$ cat config.mk
export PLATFORM = sky130hd
export DESIGN_NAME = controle_partida
export DESIGN_NICKNAME = d
export VERILOG_FILES = /design/src/rtl/controle_partida.sv
export SDC_FILE = /design/constraint.sdc
export NUM_CORES = 1
export LEC_CHECK = 0
export ABC_AREA = 1
export CORE_UTILIZATION = 30
export CTS_CLUSTER_DIAMETER = 30
export DETAILED_ROUTE_END_ITERATION = 16
export PLACE_DENSITY_LB_ADDON = 0.12
export RECOVER_POWER = 50
export SYNTH_ARGS = -nofsm -noshare
export SYNTH_HDL_FRONTEND = slang
export SYNTH_SLANG_ARGS = --single-unit
$ cat constraint.sdc
create_clock -name clk -period 2.8 [get_ports clk]
set_input_delay 0.28 -clock clk [delete_from_list [all_inputs] [get_ports clk]]
set_output_delay 0.28 -clock clk [all_outputs]
set_load 0.03 [all_outputs]
$ cat src/rtl/controle_partida.sv
// -----------------------------------------------------------------------------
// controle_partida
// Top-level sequencer for the naval battle game. It enables the placement
// phase, waits for `ready`, then alternates attack turns between player 0 and
// player 1 (human or CPU). It issues each shot to the board-memory path,
// counts hits per player and declares the winner.
//
// Optional feature macro: TIRO_EXTRA_EN
//   defined   -> a non-final hit keeps `vez`, so the same player fires again
//   undefined -> `vez` toggles after every non-final shot
//
// Ports
//   clk           in   single clock, posedge
//   reset         in   asynchronous, active-low, clears every register
//   enable        in   1 = run, 0 = freeze all state (enter edges are lost)
//   mode          in   0 = player 1 is CPU, 1 = player 1 is human
//   enter         in   debounced pushbutton level, active-low
//   ready         in   placement finished (only looked at in PLACE)
//   shoot_ack     in   one-cycle pulse, shot resolved (only looked at in SHOOT)
//   hit           in   shot result, valid with shoot_ack
//   place_en      out  placement block enable
//   shoot_req     out  shot request
//   atirador      out  player who is shooting (valid in SHOOT)
//   vez           out  player whose turn it is
//   fase          out  state code (IDLE=0 .. GAME_OVER=5)
//   hits0/hits1   out  hits scored by player 0 / player 1
//   ultimo_acerto out  result of the last resolved shot
//   erro          out  one-cycle pulse when a shot timed out
//   game_over     out  game finished
//   vencedor      out  winner, valid while game_over = 1
//
// Shot handshake: shoot_req is high for every cycle the FSM sits in SHOOT and
// drops in the cycle after shoot_ack is seen. The shot transfers in the cycle
// where shoot_req and shoot_ack are both high. If no ack arrives within
// ACK_TIMEOUT cycles, the shot is a miss and erro pulses. An ack in the last
// allowed cycle is still accepted.
// -----------------------------------------------------------------------------
module controle_partida #(
    parameter int TOTAL_HITS  = 24,
    parameter int CPU_DELAY   = 16,
    parameter int ACK_TIMEOUT = 200
) (
    input  logic       clk,
    input  logic       reset,
    input  logic       enable,
    input  logic       mode,
    input  logic       enter,
    input  logic       ready,
    input  logic       shoot_ack,
    input  logic       hit,
    output logic       place_en,
    output logic       shoot_req,
    output logic       atirador,
    output logic       vez,
    output logic [2:0] fase,
    output logic [4:0] hits0,
    output logic [4:0] hits1,
    output logic       ultimo_acerto,
    output logic       erro,
    output logic       game_over,
    output logic       vencedor
);

    typedef enum logic [2:0] {
        S_IDLE      = 3'd0,
        S_PLACE     = 3'd1,
        S_TURN_WAIT = 3'd2,
        S_SHOOT     = 3'd3,
        S_RESULT    = 3'd4,
        S_GAME_OVER = 3'd5
    } state_t;

    state_t     state_q, state_d;
    logic       vez_q, vez_d;
    logic [7:0] timer_q, timer_d;
    logic [4:0] hits0_q, hits0_d;
    logic [4:0] hits1_q, hits1_d;
    logic       ultimo_q, ultimo_d;
    logic       erro_q, erro_d;
    logic       vencedor_q, vencedor_d;
    logic       enter_q, enter_prev_q;

    logic       enter_evt;
    logic       cpu_turn;
    logic [4:0] cur_hits;
    logic [4:0] nxt_hits;

    // The button sampler keeps running while frozen, so an edge that happens
    // during a freeze has already settled when enable returns and is lost.
    always_ff @(posedge clk or negedge reset) begin
        if (!reset) begin
            enter_q      <= 1'b0;
            enter_prev_q <= 1'b0;
        end else begin
            enter_q      <= enter;
            enter_prev_q <= enter_q;
        end
    end

    assign enter_evt = enter_prev_q & ~enter_q;
    assign cpu_turn  = vez_q & ~mode;
    assign cur_hits  = vez_q ? hits1_q : hits0_q;
    // Saturating increment; the counter never passes TOTAL_HITS.
    assign nxt_hits  = (ultimo_q && (cur_hits != 5'(TOTAL_HITS))) ? cur_hits + 5'd1 : cur_hits;

    always_comb begin
        state_d    = state_q;
        vez_d      = vez_q;
        timer_d    = timer_q;
        hits0_d    = hits0_q;
        hits1_d    = hits1_q;
        ultimo_d   = ultimo_q;
        erro_d     = 1'b0;
        vencedor_d = vencedor_q;

        case (state_q)
            S_IDLE: state_d = S_PLACE;
            S_PLACE: begin
                if (ready) begin
                    state_d = S_TURN_WAIT;
                    vez_d   = 1'b0;
                end
            end
            S_TURN_WAIT: begin
                if (cpu_turn) begin
                    if (timer_q == 8'(CPU_DELAY - 1)) state_d = S_SHOOT;
                    else                              timer_d = timer_q + 8'd1;
                end else if (enter_evt) begin
                    state_d = S_SHOOT;
                end
            end
            S_SHOOT: begin
                if (shoot_ack) begin
                    ultimo_d = hit;
                    state_d  = S_RESULT;
                end else if (timer_q == 8'(ACK_TIMEOUT - 1)) begin
                    ultimo_d = 1'b0;
                    erro_d   = 1'b1;
                    state_d  = S_RESULT;
                end else begin
                    timer_d = timer_q + 8'd1;
                end
            end
            S_RESULT: begin
                if (vez_q) hits1_d = nxt_hits;
                else       hits0_d = nxt_hits;
                if (ultimo_q && (nxt_hits == 5'(TOTAL_HITS))) begin
                    state_d    = S_GAME_OVER;
                    vencedor_d = vez_q;
                end else begin
                    state_d = S_TURN_WAIT;
`ifdef TIRO_EXTRA_EN
                    if (!ultimo_q) vez_d = ~vez_q;
`else
                    vez_d = ~vez_q;
`endif
                end
            end
            S_GAME_OVER: begin
                if (enter_evt) begin
                    state_d    = S_IDLE;
                    hits0_d    = 5'd0;
                    hits1_d    = 5'd0;
                    vez_d      = 1'b0;
                    vencedor_d = 1'b0;
                    ultimo_d   = 1'b0;
                end
            end
            default: state_d = S_IDLE;
        endcase

        // Both timed states start counting from zero on entry.
        if (state_d != state_q) timer_d = 8'd0;
    end

    always_ff @(posedge clk or negedge reset) begin
        if (!reset) begin
            state_q    <= S_IDLE;
            vez_q      <= 1'b0;
            timer_q    <= 8'd0;
            hits0_q    <= 5'd0;
            hits1_q    <= 5'd0;
            ultimo_q   <= 1'b0;
            erro_q     <= 1'b0;
            vencedor_q <= 1'b0;
        end else if (enable) begin
            state_q    <= state_d;
            vez_q      <= vez_d;
            timer_q    <= timer_d;
            hits0_q    <= hits0_d;
            hits1_q    <= hits1_d;
            ultimo_q   <= ultimo_d;
            erro_q     <= erro_d;
            vencedor_q <= vencedor_d;
        end
    end

    // State-decoded outputs follow the asynchronous reset with no clock edge.
    assign place_en      = (state_q == S_PLACE);
    assign shoot_req     = (state_q == S_SHOOT);
    assign atirador      = (state_q == S_SHOOT) & vez_q;
    assign game_over     = (state_q == S_GAME_OVER);
    assign vez           = vez_q;
    assign fase          = state_q;
    assign hits0         = hits0_q;
    assign hits1         = hits1_q;
    assign ultimo_acerto = ultimo_q;
    assign erro          = erro_q;
    assign vencedor      = vencedor_q;

endmodule

## Yosys cells after proc, flatten, opt, wreduce, memory -nomap -nowiden

Cells that the tools add are included.

- Add/sub/neg operators: 2
- Eq/ne operators: 21
- Mux-type cells: 34
- Bitwise gates (word level): 6
- Reduce and logical (&&, ||, !) cells: 13

Operator list:

| cell | number |
|---|---|
| 2-to-1 mux 8 bit | 5 |
| 2-to-1 mux 5 bit | 5 |
| 2-to-1 mux 3 bit | 8 |
| case mux 5 bit (2 select lines) | 2 |
| case mux 3 bit (6 select lines) | 1 |
| case mux 8 bit (2 select lines) | 1 |
| AND reduction 4 bit | 4 |
| inequality test 2 bit, second input constant | 5 |
| 2-to-1 mux 1 bit | 9 |
| inequality test 3 x 2 -> 1 bit, second input constant | 3 |
| adder 8 x 1 -> 8 bit, second input constant | 1 |
| == test 8 x 4 -> 1 bit, second input constant | 1 |
| == test 8 bit, second input constant | 1 |
| == test 3 x 2 -> 1 bit, second input constant | 2 |
| == test 3 bit, second input constant | 2 |
| inequality test 3 bit, second input constant | 2 |
| AND reduction 6 bit | 1 |
| nonzero test 3 bit | 2 |
| adder 5 x 1 -> 5 bit, second input constant | 1 |
| == test 5 bit, second input constant | 1 |
| inequality test 5 bit, second input constant | 1 |
| AND reduction 5 bit | 1 |
| case mux 1 bit (2 select lines) | 2 |
| nonzero test 2 bit | 2 |
| 8 further kinds | 13 |

- Register bits after elaboration: 27
- Input bits: 8
- Output and inout bits: 21
- Logic and storage cells: 86

## Longest topological paths before layout

- Depth in word-level cells: 11
- Depth in mapped cells: 20
- Gate-level depth less buffers: 19

## Worst setup path after synthesis

Ideal clock, no wire load.

- Path type: reg2reg
- From: register vez_q, in the netlist vez
- To: register timer_q[1]
- Library setup time: 65 ps
- Arrival time: 2345 ps
- Required time: 2735 ps
- Slack: 390 ps
- Stages on the path, launching flop included: 21
- Path buffers: 1
- Clock period less this slack: 2410 ps
- Path through: dfrtp_1 > buf_6 > nand2_1 > o21ai_1 > inv_1 > ha_1 > inv_1 > nor2_1 > nand2_2 > nand2_1 > nand2_1 > nand2_1 > nor2_2 > nand3_1 > nand2_1 > nand3_1 > nand2_2 > nand3_4 > nand2_2 > nand2_1 > nand2_1

- Word-level cells in the longest chain between the ends: 11
- Elaborated cells between the ends (all ways): 19
- Classes of those cells: add/sub: 1; eq/ne: 7; mux: 6; bitwise: 1; reduce/logical: 4

RTL lines:

| item | line | text |
|---|---|---|
| from (decl) | 74 | `logic vez_q, vez_d;` |
| from (signal assigned) | 188 | `vez_q <= vez_d;` |
| parallel branches: the longest is 11 deep, another holds adder 5 x 1 -> 5 bit | - |  |
| to (signal assigned) | 189 | `timer_q <= timer_d;` |
| to (decl) | 75 | `logic [7:0] timer_q, timer_d;` |

Parallel ways; which one is timed is not known.
A chain may end at the register's enable or synchronous reset.

## Worst setup path after layout

- From: register vez_q, in the netlist vez
- To: register timer_q[7]

The elaborated chain is that of the path after synthesis.

==> results.md <==
* Status: complete, but fails checks
* Failing checks: capacitance limit, slew limit
* Vias in the first global route at 1,552
* Fin Hold WS at 0.3924 ns
* Clk Latency, worst-skew pair at 0.28 ns
* Yosys cell types at 30
* WS Path Type: reg2reg
* Clock sink total at 27
* Final hold viol count at 0
* Fin. max-slew vios at 28
* Worst r2r dst: timer_q[7]
* Height of the die at 78.63 µm
* Initial DRC count at 65
* Tmin final at 2.430 ns
* 1st-pass router iterations at 4
* Mapped cell area at 1762 µm²
* Worst ir drop on vdd at 297.2 µV
* Crit. End Element: flop
* Synthesis Warnings at 0
* Area growth syn-to-layout at 24.22%
* First-pass GRT wire length at 7.127 mm
* Hold WC Path Type: reg2reg
* Sw Share at 50.47%
* Clock share of power at 11.9%
* Post-CTS Setup Repair Bufs at 0
* CP required at 3.01 ns
* Gr usage total at 14.78%
* Most common cell after layout, fill and taps aside: nand2_1
* Post-Synthesis Cells at 257
* Cell area after placement at 2142 µm²
* Register area at 675.6 µm²
* Internal cell power at 1.022 mW
* Setup_tns at 0 ns
* Relative slew slack at -1.250%
* Initial Util at 31.60%
* CTS H-tree depth at 1
* Fillers at 597
* Post-cts repair resize count at 0
* Routability cong. at 0.8363
* Final setup vio count at 0
* NetSw at 1.041 mW
* ANT nets after route at 0
* CTS Buf Count at 3
* Setup crit start: vez
* Post-route DRC at 0
* R2r startpoint: vez
* Final worst slack at 0.3696 ns
* Final Cycle Share at 86.80%
* Leak Pwr at 1.022 nW
* Sequential-to-total area share from yosys stat at 38.35%
* Power after layout at 2.063 mW
* Synth Net Count at 268
* Hold-fix buffers, CTS at 0
* Pwr/cell area at 942.7 nW/µm²
* Pin count of the biggest net entering global routing at 28
* Final wirelength at 4.233 mm
* Seq cells post-synth at 27
* Worst-Margin Slew at 1.519 ns
* Number of nets in the layout at 302
* Routed vias/inst at 4.572
* Post-layout instance area at 2188 µm²
* Most frequent cells in the layout: 77 x nand2_1, 39 x inv_1, 35 x nor2_1, 27 x dfrtp_1, 19 x clkdlybuf4s50_1
* Num ports at 29
* Min-Delay Startpoint: enter_q
* Area contributors post-synth: dfrtp_1 38%, nand2_1 16%, inv_1 8.3%
* Rows at 27
* Yosys top cell by area: dfrtp_1
* WL per Instance at 11.69 µm
* Max_cap viols at 1
* RSZ-0062 raised after global routing: no
* Max clock buf depth at 2
* Die span in x at 78.63 µm
* Place WS at 0.3629 ns
* Port Buffers at 28
* Clock slew at reported path FFs at 0.11 ns
* Skew final at 0.007655 ns
* Layout cells sized above 1 at 7.931%
* Die footprint at 6183 µm²
* Core Box Area at 5574 µm²
* GR Overflow Total at 0
* Synth top area share at 38.35%
* Total number of vias at 1,655
* CTS tree: done
* Worst r2r path cells at 16
* Critical Path AT at 2.64 ns
* Flop2flop setup slack at 0.37 ns
* Area of the multi-input gates at 915.9 µm²
* Crit path max fanout at 8
* Fmax at 411.5 MHz
* Post-DP HPWL at 3.300 mm
* Synthesized area per cell at 6.855 µm²
* Worst setup path endpoint: timer_q[7]
* Initial antenna violation count at 0
* Clk root buf: clkbuf_8
* Antenna Cells at 0
* Reg power frac at 28.8%
* Comb power frac at 59.3%
* CP Launch Type: flop
-- Yosys cell counts (all sizes together) --
master / number
nand4: 4
ha: 3
a41oi: 1
o31ai: 1
nor4: 1
nand3: 13
inv: 40
a21oi: 13
xnor2: 2
nand3b: 2
nor3: 1
clkbuf: 2
or2: 1
dfrtp: 27
o21ai: 19
nor2: 36
a211oi: 1
xor2: 5
nand2: 84
buf: 1
-- power by group through the flow --
stage	Sequential, mW	Combinational, mW	Clock [mW]
after floorplan	0.759	0.683	0
after global placement	0.605	1.26	0
after detailed placement	0.604	1.24	0
after CTS	0.596	1.25	0.252
after global routing	0.616	1.37	0.275
final	0.594	1.22	0.246
-- layer usage --
layer  up-vias  GRT usage [%]  part of all wire [%]
li1        871              -                     -
met1       760          19.38                    49
met2        20          24.70                    47
met3         4          2.093                   2.6
met4         0          5.000                   1.0
met5         -              0                     0
-- metrics by stage --
stage / util, % / std cells
after global placement: 38.43 / 358
after floorplan: - / 257
after detailed placement: 38.43 / 358
after global routing: 39.26 / 362
final: 39.26 / 362
after CTS: 39.33 / 362
-- layout make-up --
type                            count  share of cell area (%)
Multi-Input combinational cell    187                   41.85
Sequential cell                    27                   30.87
Timing Repair Buffer               32                   14.01
Inverter                           40                   6.861
Tap cell                           72                   4.117
Clock buffer                        3                   1.887
Clock inverter                      1                  0.4002
-- logic make-up after synthesis --
logic type	synth area share (%)
AOI/OAI and AO/OA	11.08
xor gates and xnor gates	3.480
adders and majority gates	2.131
buffers and inverters	9.658
DFF	38.35
and+or+nand+nor	35.30
-- sequential cells by signal, summed over array words and instances, names as in the netlist --
register,count
enter_prev_q,1
erro,1
hits0,5
timer_q,8
ultimo_acerto,1
vez,1
enter_q,1
hits1,5
fase,3
vencedor,1
-- worst max-delay path: stages, from the launching register on --
cell	delay [ns]
dfrtp_1	0.47
o21ai_1	0.32
inv_1	0.10
ha_1	0.22
inv_1	0.05
nor2_1	0.04
nand2_2	0.08
nand2_1	0.10
nand2_1	0.10
nand2_1	0.07
nor2_2	0.13
nand3_1	0.09
nand2_1	0.11
nand3_1	0.09
nand2_2	0.09
nand3_4	0.13
a21oi_1	0.16
-- worst min-delay path by stage --
| stage | slack [ns] | cells past startpoint | to |
|---|---|---|---|
| 2_1_floorplan | -0.02 | 0 | enter_prev_q |
| 3_3_place_gp | 0.37 | 0 | enter_prev_q |
| 3_5_place_dp | 0.37 | 0 | enter_prev_q |
| 4_1_cts | 0.38 | 2 | timer_q[1] |
| 5_1_grt | 0.41 | 0 | enter_prev_q |
| 6_report | 0.39 | 0 | enter_prev_q |
(Power assumes the default switching activity.)
